`config.mk`:
```
export PLATFORM = sky130hd
export DESIGN_NAME = alu_operand_loader
export DESIGN_NICKNAME = d
export VERILOG_FILES = /design/src/rtl/alu_operand_loader.sv
export SDC_FILE = /design/constraint.sdc
export NUM_CORES = 1
export LEC_CHECK = 0
export BUFFER_PORTS_ARGS = -buffer_cell sky130_fd_sc_hd__buf_2
export CORE_ASPECT_RATIO = 1.5
export CORE_MARGIN = 1
export CORE_UTILIZATION = 45
export CTS_CLUSTER_SIZE = 28
export DETAILED_ROUTE_END_ITERATION = 8
export PLACE_DENSITY = 0.74
export REMOVE_ABC_BUFFERS = 1
export SYNTH_ARGS = -nofsm -noshare
export SYNTH_HDL_FRONTEND = slang
export SYNTH_SLANG_ARGS = --single-unit
```
`constraint.sdc`:
```
create_clock -name i_clock -period 4.77 [get_ports i_clock]
set_input_delay 0.7155 -clock i_clock [delete_from_list [all_inputs] [get_ports i_clock]]
set_output_delay 0.7155 -clock i_clock [all_outputs]
set_load 0.02 [all_outputs]
```
`src/rtl/alu_operand_loader.sv`:
```
// alu_operand_loader: loads A, B and the op code from the switch bus on debounced button presses, then strobes the ALU.
module alu_operand_loader #(
  parameter int NB_DATA         = 4,
  parameter int NB_OPERATION    = 6,
  parameter int NB_SWITCH       = 8,
  parameter int DEBOUNCE_CYCLES = 1000,
  parameter int NB_DEBOUNCE     = 10
) (
  input  logic                    i_clock,
  input  logic                    i_reset,
  input  logic [NB_SWITCH-1:0]    i_switch,
  input  logic                    i_btn_a,
  input  logic                    i_btn_b,
  input  logic                    i_btn_op,
  output logic [NB_DATA-1:0]      o_data_a,
  output logic [NB_DATA-1:0]      o_data_b,
  output logic [NB_OPERATION-1:0] o_operation,
  output logic                    o_valid,
  output logic [1:0]              o_state
);
  typedef enum logic [1:0] {WAIT_A = 2'b00, WAIT_B = 2'b01, WAIT_OP = 2'b10, ISSUE = 2'b11} state_t;
  localparam logic [NB_DEBOUNCE-1:0] CNT_MAX = NB_DEBOUNCE'(DEBOUNCE_CYCLES - 1);
  state_t state, next;
  logic [2:0] raw, stb;
  logic load_a, load_b, load_op;
  logic unused_switch;
  assign raw = {i_btn_op, i_btn_b, i_btn_a};
  assign unused_switch = ^i_switch;
  for (genvar b = 0; b < 3; b++) begin : g_btn
    logic sync1, sync2, deb, deb_prev;
    logic [NB_DEBOUNCE-1:0] cnt;
    always_ff @(posedge i_clock) begin
      if (i_reset) begin
        sync1    <= 1'b0;
        sync2    <= 1'b0;
        deb      <= 1'b0;
        deb_prev <= 1'b0;
        cnt      <= '0;
      end else begin
        sync1    <= raw[b];
        sync2    <= sync1;
        deb_prev <= deb;
        cnt      <= (sync2 == deb || cnt == CNT_MAX) ? '0 : cnt + NB_DEBOUNCE'(1);
        if (sync2 != deb && cnt == CNT_MAX) deb <= sync2;
      end
    end
    assign stb[b] = deb & ~deb_prev;
  end
  // Only the strobe matching the current state acts; ISSUE ignores everything.
  always_comb begin
    load_a  = state == WAIT_A && stb[0];
    load_b  = state == WAIT_B && stb[1];
    load_op = state == WAIT_OP && stb[2];
    next    = state == ISSUE ? WAIT_A :
              load_a         ? WAIT_B :
              load_b         ? WAIT_OP :
              load_op        ? ISSUE : state;
  end
  always_ff @(posedge i_clock) begin
    if (i_reset) begin
      state       <= WAIT_A;
      o_data_a    <= '0;
      o_data_b    <= '0;
      o_operation <= '0;
      o_valid     <= 1'b0;
    end else begin
      state   <= next;
      o_valid <= load_op;
      if (load_a) o_data_a <= i_switch[NB_DATA-1:0];
      if (load_b) o_data_b <= i_switch[NB_DATA-1:0];
      if (load_op) o_operation <= i_switch[NB_OPERATION-1:0];
    end
  end
  assign o_state = state;
endmodule

```
==> results.json, run 1 <==
{
  "antenna-diode-count": 0,
  "setup.worst_path.end_class": "output pin",
  "synth_top_cells_by_count": "sky130_fd_sc_hd__dfxtp_1, sky130_fd_sc_hd__nor2_1, sky130_fd_sc_hd__mux2i_1, sky130_fd_sc_hd__nor2b_1",
  "yosys.area_share.simple_pct": 24.9,
  "finClkSkew_ps": 5.23,
  "placed_cells_incl_taps": 331,
  "grt_util_all_layers_pct": 16.7,
  "timing_worst_slew_pin_value_ps": 759,
  "synth.largest_area_cell": "sky130_fd_sc_hd__dfxtp_1",
  "status": "finished, final reports clean",
  "initial_utilization_pct": 47.3,
  "synth.area.mux_share_pct": 6.50,
  "slew_headroom_pct": 49.3,
  "crit_path_start_kind": "register",
  "unrepaired_setup_endpoints_after_global_routing": "no",
  "drt_iter0_markers": 61,
  "crit_fanout": 6,
  "initial_antenna_violation_count": 0,
  "async_flop_share_pct": 0,
  "regArea_um2": 1180,
  "setup_violating_endpoint_count_in_the_final_report": 0,
  "layout.filler_cells": 474,
  "io_buffers": 27,
  "grt_pass1_vias": 1689,
  "synth-edff-count": 0,
  "core.rowCount": 31,
  "ys_seq_area_share_pct": 51.1,
  "data_required_time_at_the_worst_endpoint_ps": 4050,
  "critical_path_arrival_ps": 1010,
  "synthAdderAreaFrac_pct": 1.63,
  "finalCriticalPeriod_ps": 1730,
  "final_min_period_over_clock_period_pct": 36.3,
  "layout-drive-gt1-share_pct": 17.5,
  "cp.buffers_inverters": 1,
  "flow.area_growth_from_synthesis_pct": 16.8,
  "placeableCoreArea_um2": 4890,
  "fin_setup_tns_ps": 0,
  "globalRoute.totalOverflow": 0,
  "complex_gate_fraction_of_the_synthesized_area_pct": 6.50,
  "vias_per_cell": 5.08,
  "ctsHoldBuffers": 0,
  "ys_top_cells_by_area": "sky130_fd_sc_hd__dfxtp_1, sky130_fd_sc_hd__nor2_1, sky130_fd_sc_hd__mux2i_1, sky130_fd_sc_hd__xor2_1, sky130_fd_sc_hd__xnor2_1",
  "number_of_cts_inserted_buffers": 9,
  "pin_count_of_the_biggest_net_entering_global_routing": 36,
  "vias": 1759,
  "maxSlewViolCount": 0,
  "fin_ws_ps": 3040,
  "multi_input_gate_area_in_the_final_layout_um2": 1080,
  "drt_wl_total_mm": 3.91,
  "avgSynthCellArea_um2": 9.51,
  "drt_first_pass_iters": 4,
  "detailed_place_hpwl_mm": 2.73,
  "num-nets-final": 292,
  "tritoncts": "built",
  "yosysWarnings": 0,
  "synthMostInstantiatedCell": "sky130_fd_sc_hd__dfxtp_1",
  "design.die.area_um2": 5430,
  "cap_viol_max_count": 0,
  "htreeDepth": 3,
  "ir_worst_vdd_v": 0.000383,
  "standby_leakage_power_nw": 1.03,
  "drc": 0,
  "place.gp.congestion": 0.810,
  "cts_root_buf": "sky130_fd_sc_hd__clkbuf_8",
  "layout.cells.non_filler": 346,
  "synth_top_area_share_pct": 51.1,
  "detailedPlace.worstSlack_ps": 2830,
  "synth_top_flop_cell": "sky130_fd_sc_hd__dfxtp_1",
  "final_power_w": 0.000947,
  "syn_inst": 243,
  "die_w_um": 60.5,
  "grt_pass1_wl_mm": 6.85,
  "pwr_density_cell_nw_per_um2": 351,
  "drt-wirelength-per-cell_um": 11.3,
  "synth_xor_area_share_pct": 7.20,
  "worst_path_largest_cell_delay_ps": 470,
  "clockBufferDepth": 2,
  "clock-sinks": 59,
  "critPathKind": "reg -> out",
  "num_io_pins": 30,
  "finalHoldViolCount": 0,
  "synth_top_family_by_area": "simple AND/OR/NAND/NOR gates",
  "ant_nets": 0,
  "yosys.cell_types.count": 33,
  "insertion_delay_ps": 320,
  "cp_top_family": "flip-flops",
  "die_y_um": 89.7,
  "worstPathCellList": "buf_2",
  "postCtsSetupBuffers": 0,
  "critical_path_top_delay_cell": "sky130_fd_sc_hd__dfxtp_1",
  "clk_pin_slew_worst_paths_ps": 60,
  "syn_area_um2": 2310,
  "yosys_register_bits": 59,
  "max_clock_freq_ghz": 0.578,
  "holdCritPathClass": "reg -> reg",
  "cts_resized": 0
}
==> power by group <==
group | internal, W | leakage [nW] | switching, W | total [W]
registers | 0.000496 | 0.477 | 0.00000162 | 0.000497
logic | 0.00000604 | 0.452 | 0.00000913 | 0.0000152
clock network | 0.000250 | 0.102 | 0.000184 | 0.000434
==> metrics by stage <==
step / hold slack (ps) / utilization (%) / instance area (um^2)
2_1_floorplan: 414 / - / 2290
3_3_place_gp: 417 / 51.3 / 2510
3_5_place_dp: 434 / 51.3 / 2510
4_1_cts: 451 / 55.2 / 2700
5_1_grt: 469 / 55.2 / 2700
6_report: 449 / 55.2 / 2700
==> cells by family (layout without fill, tap and decap cells) <==
kind of cell | count (synthesis) | count (layout)
AO/OA/AOI/OAI | 24 | 24
XOR/XNOR | 19 | 19
adder cells (fa/ha/maj) | 3 | 3
buffers and inverters | 13 | 50
flip-flops | 59 | 59
multiplexers | 15 | 15
AND/OR/NAND/NOR | 110 | 110
==> cell type report <==
cell class              instances  share of cell area (%)
clock buffers                  10                    5.10
clock inverters                 5                    1.99
inverters                       8                    1.11
multi-input cells             171                    40.0
flip-flops and latches         59                    43.8
well taps                      66                    3.06
repair buffers                 27                    5.01
==> per-layer routing <==
metal	track usage (%)	share of wire, %	vias to the layer above
met5	0	0	-
met4	9.09	1.7	0
met3	6.47	4.1	5
met2	27.4	51	28
met1	17.6	43	835
li1	-	-	891
==> path summary, 6_finish.rpt <==
path	from	cells past startpoint	slack, ps	to
min	g_btn[2].cnt[0]	1	450	g_btn[2].cnt[0]
min reg2reg	g_btn[2].cnt[0]	1	450	g_btn[2].cnt[0]
max	o_state[1]	1	3040	o_state[1]
max reg2reg	g_btn[1].cnt[0]	5	3110	g_btn[1].cnt[0]
==> flip-flops by register name (all words and copies together) (netlist names) <==
signal and count:
g_btn.cnt 30, o_operation 6, o_data_a 4, o_data_b 4
g_btn.deb 3, g_btn.deb_prev 3, g_btn.sync1 3, g_btn.sync2 3
o_state 2, o_valid 1
==> cells in the final DEF, fill, tap and decap left out <==
| cell | count |
|---|---|
| sky130_fd_sc_hd__mux2i_1 | 15 |
| sky130_fd_sc_hd__and3b_1 | 1 |
| sky130_fd_sc_hd__o211ai_1 | 2 |
| sky130_fd_sc_hd__clkinv_2 | 3 |
| sky130_fd_sc_hd__or3_1 | 2 |
| sky130_fd_sc_hd__a31oi_1 | 2 |
| sky130_fd_sc_hd__nand2b_1 | 4 |
| sky130_fd_sc_hd__a311oi_1 | 1 |
| sky130_fd_sc_hd__nand2_1 | 10 |
| sky130_fd_sc_hd__nand3_1 | 10 |
| sky130_fd_sc_hd__or2_4 | 1 |
| sky130_fd_sc_hd__and4_1 | 3 |
| sky130_fd_sc_hd__nor2_1 | 48 |
| sky130_fd_sc_hd__clkbuf_8 | 10 |
| sky130_fd_sc_hd__buf_2 | 27 |
| sky130_fd_sc_hd__dfxtp_1 | 59 |
| sky130_fd_sc_hd__a21oi_1 | 10 |
| sky130_fd_sc_hd__nor4_1 | 1 |
| sky130_fd_sc_hd__inv_1 | 8 |
| sky130_fd_sc_hd__nand3_2 | 1 |
| sky130_fd_sc_hd__clkinv_4 | 1 |
| sky130_fd_sc_hd__xnor2_1 | 9 |
| sky130_fd_sc_hd__bufinv_16 | 1 |
| sky130_fd_sc_hd__o21ai_0 | 6 |
| sky130_fd_sc_hd__nand4bb_1 | 1 |
| sky130_fd_sc_hd__nand3b_1 | 1 |
| sky130_fd_sc_hd__nor4b_4 | 1 |
| sky130_fd_sc_hd__o221a_2 | 3 |
| sky130_fd_sc_hd__or4_1 | 1 |
| sky130_fd_sc_hd__nor4b_2 | 1 |
| sky130_fd_sc_hd__and3_1 | 2 |
| sky130_fd_sc_hd__ha_1 | 3 |
| sky130_fd_sc_hd__xor2_1 | 10 |
| sky130_fd_sc_hd__nor3_1 | 5 |
| sky130_fd_sc_hd__nor2b_1 | 11 |
| sky130_fd_sc_hd__nand4_1 | 6 |
Power figures use the tool's default switching activity.
==> inputs of run 2 (changes only) <==
Settings changed: ABC_AREA set to 1, PLACE_DENSITY 0.74 to 0.76.
Clock period 4.77 ns to 1.5 ns, I/O delays scaled along.
==> run 2 against run 1 <==
  * First-iteration DRC count down 4.9%
  * Register-to-register slack worse by 2900 ps
  * Largest power group is now clock
  * Synthesized cell count up 35%
  * Clock power rose to 3.7 times the previous value
  * Critical endpoint is now g_btn[1].cnt[3]
==> results.json, run 2 <==
{
  "status": "finished, final reports clean",
  "globalRoute.totalOverflow": 0,
  "cap_viol_max_count": 0,
  "io_buffers": 27,
  "placeableCoreArea_um2": 5120,
  "largest_register_ff_count": 30,
  "number_of_cts_inserted_buffers": 9,
  "worst_r2r_startpoint": "g_btn[1].cnt[0]",
  "grt_util_all_layers_pct": 17.1,
  "finClkSkew_ps": 7.06,
  "initial_antenna_violation_count": 0,
  "synth.largest_area_cell": "sky130_fd_sc_hd__dfxtp_1",
  "data_required_time_at_the_worst_endpoint_ps": 1730,
  "layout-drive-gt1-share_pct": 16.3,
  "synth-edff-count": 0,
  "ys_seq_area_share_pct": 49.6,
  "detailed_place_hpwl_mm": 2.93,
  "critPathKind": "reg -> reg",
  "num_io_pins": 30,
  "critical_path.reg2reg.endpoint": "g_btn[1].cnt[3]",
  "yosysWarnings": 0,
  "placed_cells_incl_taps": 421,
  "slew_headroom_pct": 79.0,
  "vias_per_cell": 4.63,
  "avgSynthCellArea_um2": 7.28,
  "grt_pass1_wl_mm": 7.10,
  "reg2reg_setup_slack_ps": 180,
  "cts_root_buf": "sky130_fd_sc_hd__clkbuf_8",
  "worst-r2r-cell-count": 6,
  "ys_top_cells_by_area": "sky130_fd_sc_hd__dfxtp_1, sky130_fd_sc_hd__nor2_1, sky130_fd_sc_hd__nand2_1, sky130_fd_sc_hd__inv_1, sky130_fd_sc_hd__nand3_1",
  "setup.worst_path.end_class": "register",
  "drc": 0,
  "critical_path_arrival_ps": 1540,
  "postCtsSetupBuffers": 0,
  "cts_resized": 0,
  "setup_violating_endpoint_count_in_the_final_report": 0,
  "vias": 2023,
  "grt_pass1_vias": 1835,
  "dpl-instance-area_um2": 2600,
  "final_min_period_over_clock_period_pct": 87.7,
  "timing_worst_slew_pin_value_ps": 314,
  "layout.cells.most_common_list": "sky130_fd_sc_hd__nor2_1, sky130_fd_sc_hd__dfxtp_1, sky130_fd_sc_hd__nand2_1",
  "final_design_instance_area_without_fill_um2": 2840,
  "num-nets-final": 380,
  "synth_top_flop_cell": "sky130_fd_sc_hd__dfxtp_1",
  "drt_iter0_markers": 58,
  "standby_leakage_power_nw": 1.21,
  "clockBufferDepth": 2,
  "pin_count_of_the_biggest_net_entering_global_routing": 17,
  "max_clock_freq_ghz": 0.760,
  "clock-sinks": 59,
  "design.die.area_um2": 5590,
  "yosys_register_bits": 59,
  "drt_wl_total_mm": 4.10,
  "crit_end": "g_btn[1].cnt[3]",
  "fin_setup_tns_ps": 0,
  "crit_path_start_kind": "register",
  "place.gp.congestion": 0.786,
  "tritoncts": "built",
  "initial_utilization_pct": 46.5,
  "crit_start": "g_btn[1].cnt[0]",
  "crit_fanout": 7,
  "synth_top_cells_by_count": "sky130_fd_sc_hd__nor2_1, sky130_fd_sc_hd__dfxtp_1, sky130_fd_sc_hd__nand2_1, sky130_fd_sc_hd__inv_1, sky130_fd_sc_hd__nand3_1",
  "synthMostInstantiatedCell": "sky130_fd_sc_hd__nor2_1",
  "die_y_um": 91.1,
  "ctsHoldBuffers": 0,
  "async_flop_share_pct": 0,
  "core.rowCount": 32,
  "synth_top_area_share_pct": 49.6,
  "commonest_non_fill_non_tap_cell_in_the_layout": "sky130_fd_sc_hd__nor2_1",
  "flow.area_growth_from_synthesis_pct": 19.3,
  "finalCriticalPeriod_ps": 1320,
  "layout.cells.non_filler": 437,
  "finalHoldViolCount": 0,
  "maxSlewViolCount": 0,
  "syn_area_um2": 2380,
  "yosys.cell_types.count": 24,
  "antenna-diode-count": 0,
  "syn_inst": 327,
  "holdCritPathClass": "in -> reg",
  "ir_worst_vdd_v": 0.000606,
  "drt-wirelength-per-cell_um": 9.39,
  "die_w_um": 61.4,
  "largest_register": "g_btn.cnt",
  "drt_first_pass_iters": 4,
  "ant_nets": 0,
  "unrepaired_setup_endpoints_after_global_routing": "no",
  "largestRegisters": "g_btn.cnt: 30 flops, o_operation: 6 flops",
  "clk_pin_slew_worst_paths_ps": 60,
  "htreeDepth": 3,
  "insertion_delay_ps": 340,
  "pwr_density_cell_nw_per_um2": 1140
}
[run 2: routing by layer]
layer / track usage (%) / wire, um / up-vias
li1: - / - / 1087
met1: 16.8 / 1760 / 897
met2: 28.9 / 2080 / 31
met3: 5.84 / 167 / 8
met4: 10.9 / 101 / 0
met5: 0 / 0 / -
[run 2: power by group]
| group | internal (W) | total (W) | switching [W] | leakage, nW |
|---|---|---|---|---|
| clock network | 0.000978 | 0.00160 | 0.000626 | 0.108 |
| registers | 0.00158 | 0.00158 | 0.00000458 | 0.477 |
| logic | 0.0000237 | 0.0000625 | 0.0000387 | 0.625 |
[run 2: critical path, cell delays in order, from the launching register on]
cell	delay, ps
sky130_fd_sc_hd__dfxtp_1	360
sky130_fd_sc_hd__ha_1	220
sky130_fd_sc_hd__nand3_1	110
sky130_fd_sc_hd__nor2_1	210
sky130_fd_sc_hd__a21oi_2	130
sky130_fd_sc_hd__inv_2	130
sky130_fd_sc_hd__nor2_1	60
[run 2: stage by stage]
step | power (W) | hold WS (ps) | setup WS (ps) | utilization, %
after floorplan | 0.00165 | 294 | 276 | -
after global placement | 0.00168 | 391 | 180 | 50.8
after detailed placement | 0.00168 | 394 | 155 | 50.8
after CTS | 0.00329 | 74.8 | 144 | 55.2
after global routing | 0.00335 | 94.8 | 0.820 | 55.4
final | 0.00325 | 86.1 | 184 | 55.4
[run 2: final cells by class]
type                    instances  area [um^2]
flip-flops and latches         59         1180
clock inverters                 6         88.8
inverters                      45          169
multi-input cells             220         1030
repair buffers                 29          150
well taps                      68         85.1
clock buffers                  10          138
fillers                       518         2280
[run 2: worst min path at each step]
stage | depth (start not counted) | start | slack (ps) | endpoint
2_1_floorplan | 1 | i_reset | 290 | o_data_a[0]
3_3_place_gp | 2 | g_btn[2].sync1 | 390 | g_btn[2].sync2
3_5_place_dp | 2 | g_btn[2].sync1 | 390 | g_btn[2].sync2
4_1_cts | 3 | i_btn_op | 70 | g_btn[2].sync1
5_1_grt | 3 | i_btn_b | 90 | g_btn[1].sync1
6_report | 3 | i_btn_op | 90 | g_btn[2].sync1
[run 2: cells by family (layout without fill, tap and decap cells)]
group	after synthesis	in the layout	synth area share, %
DFF	59	59	49.6
AOI/OAI and AO/OA	33	33	7.30
buffers and inverters	48	90	7.62
adders and majority gates	3	3	1.58
xor gates and xnor gates	8	8	2.94
and+or+nand+nor	176	176	31.0
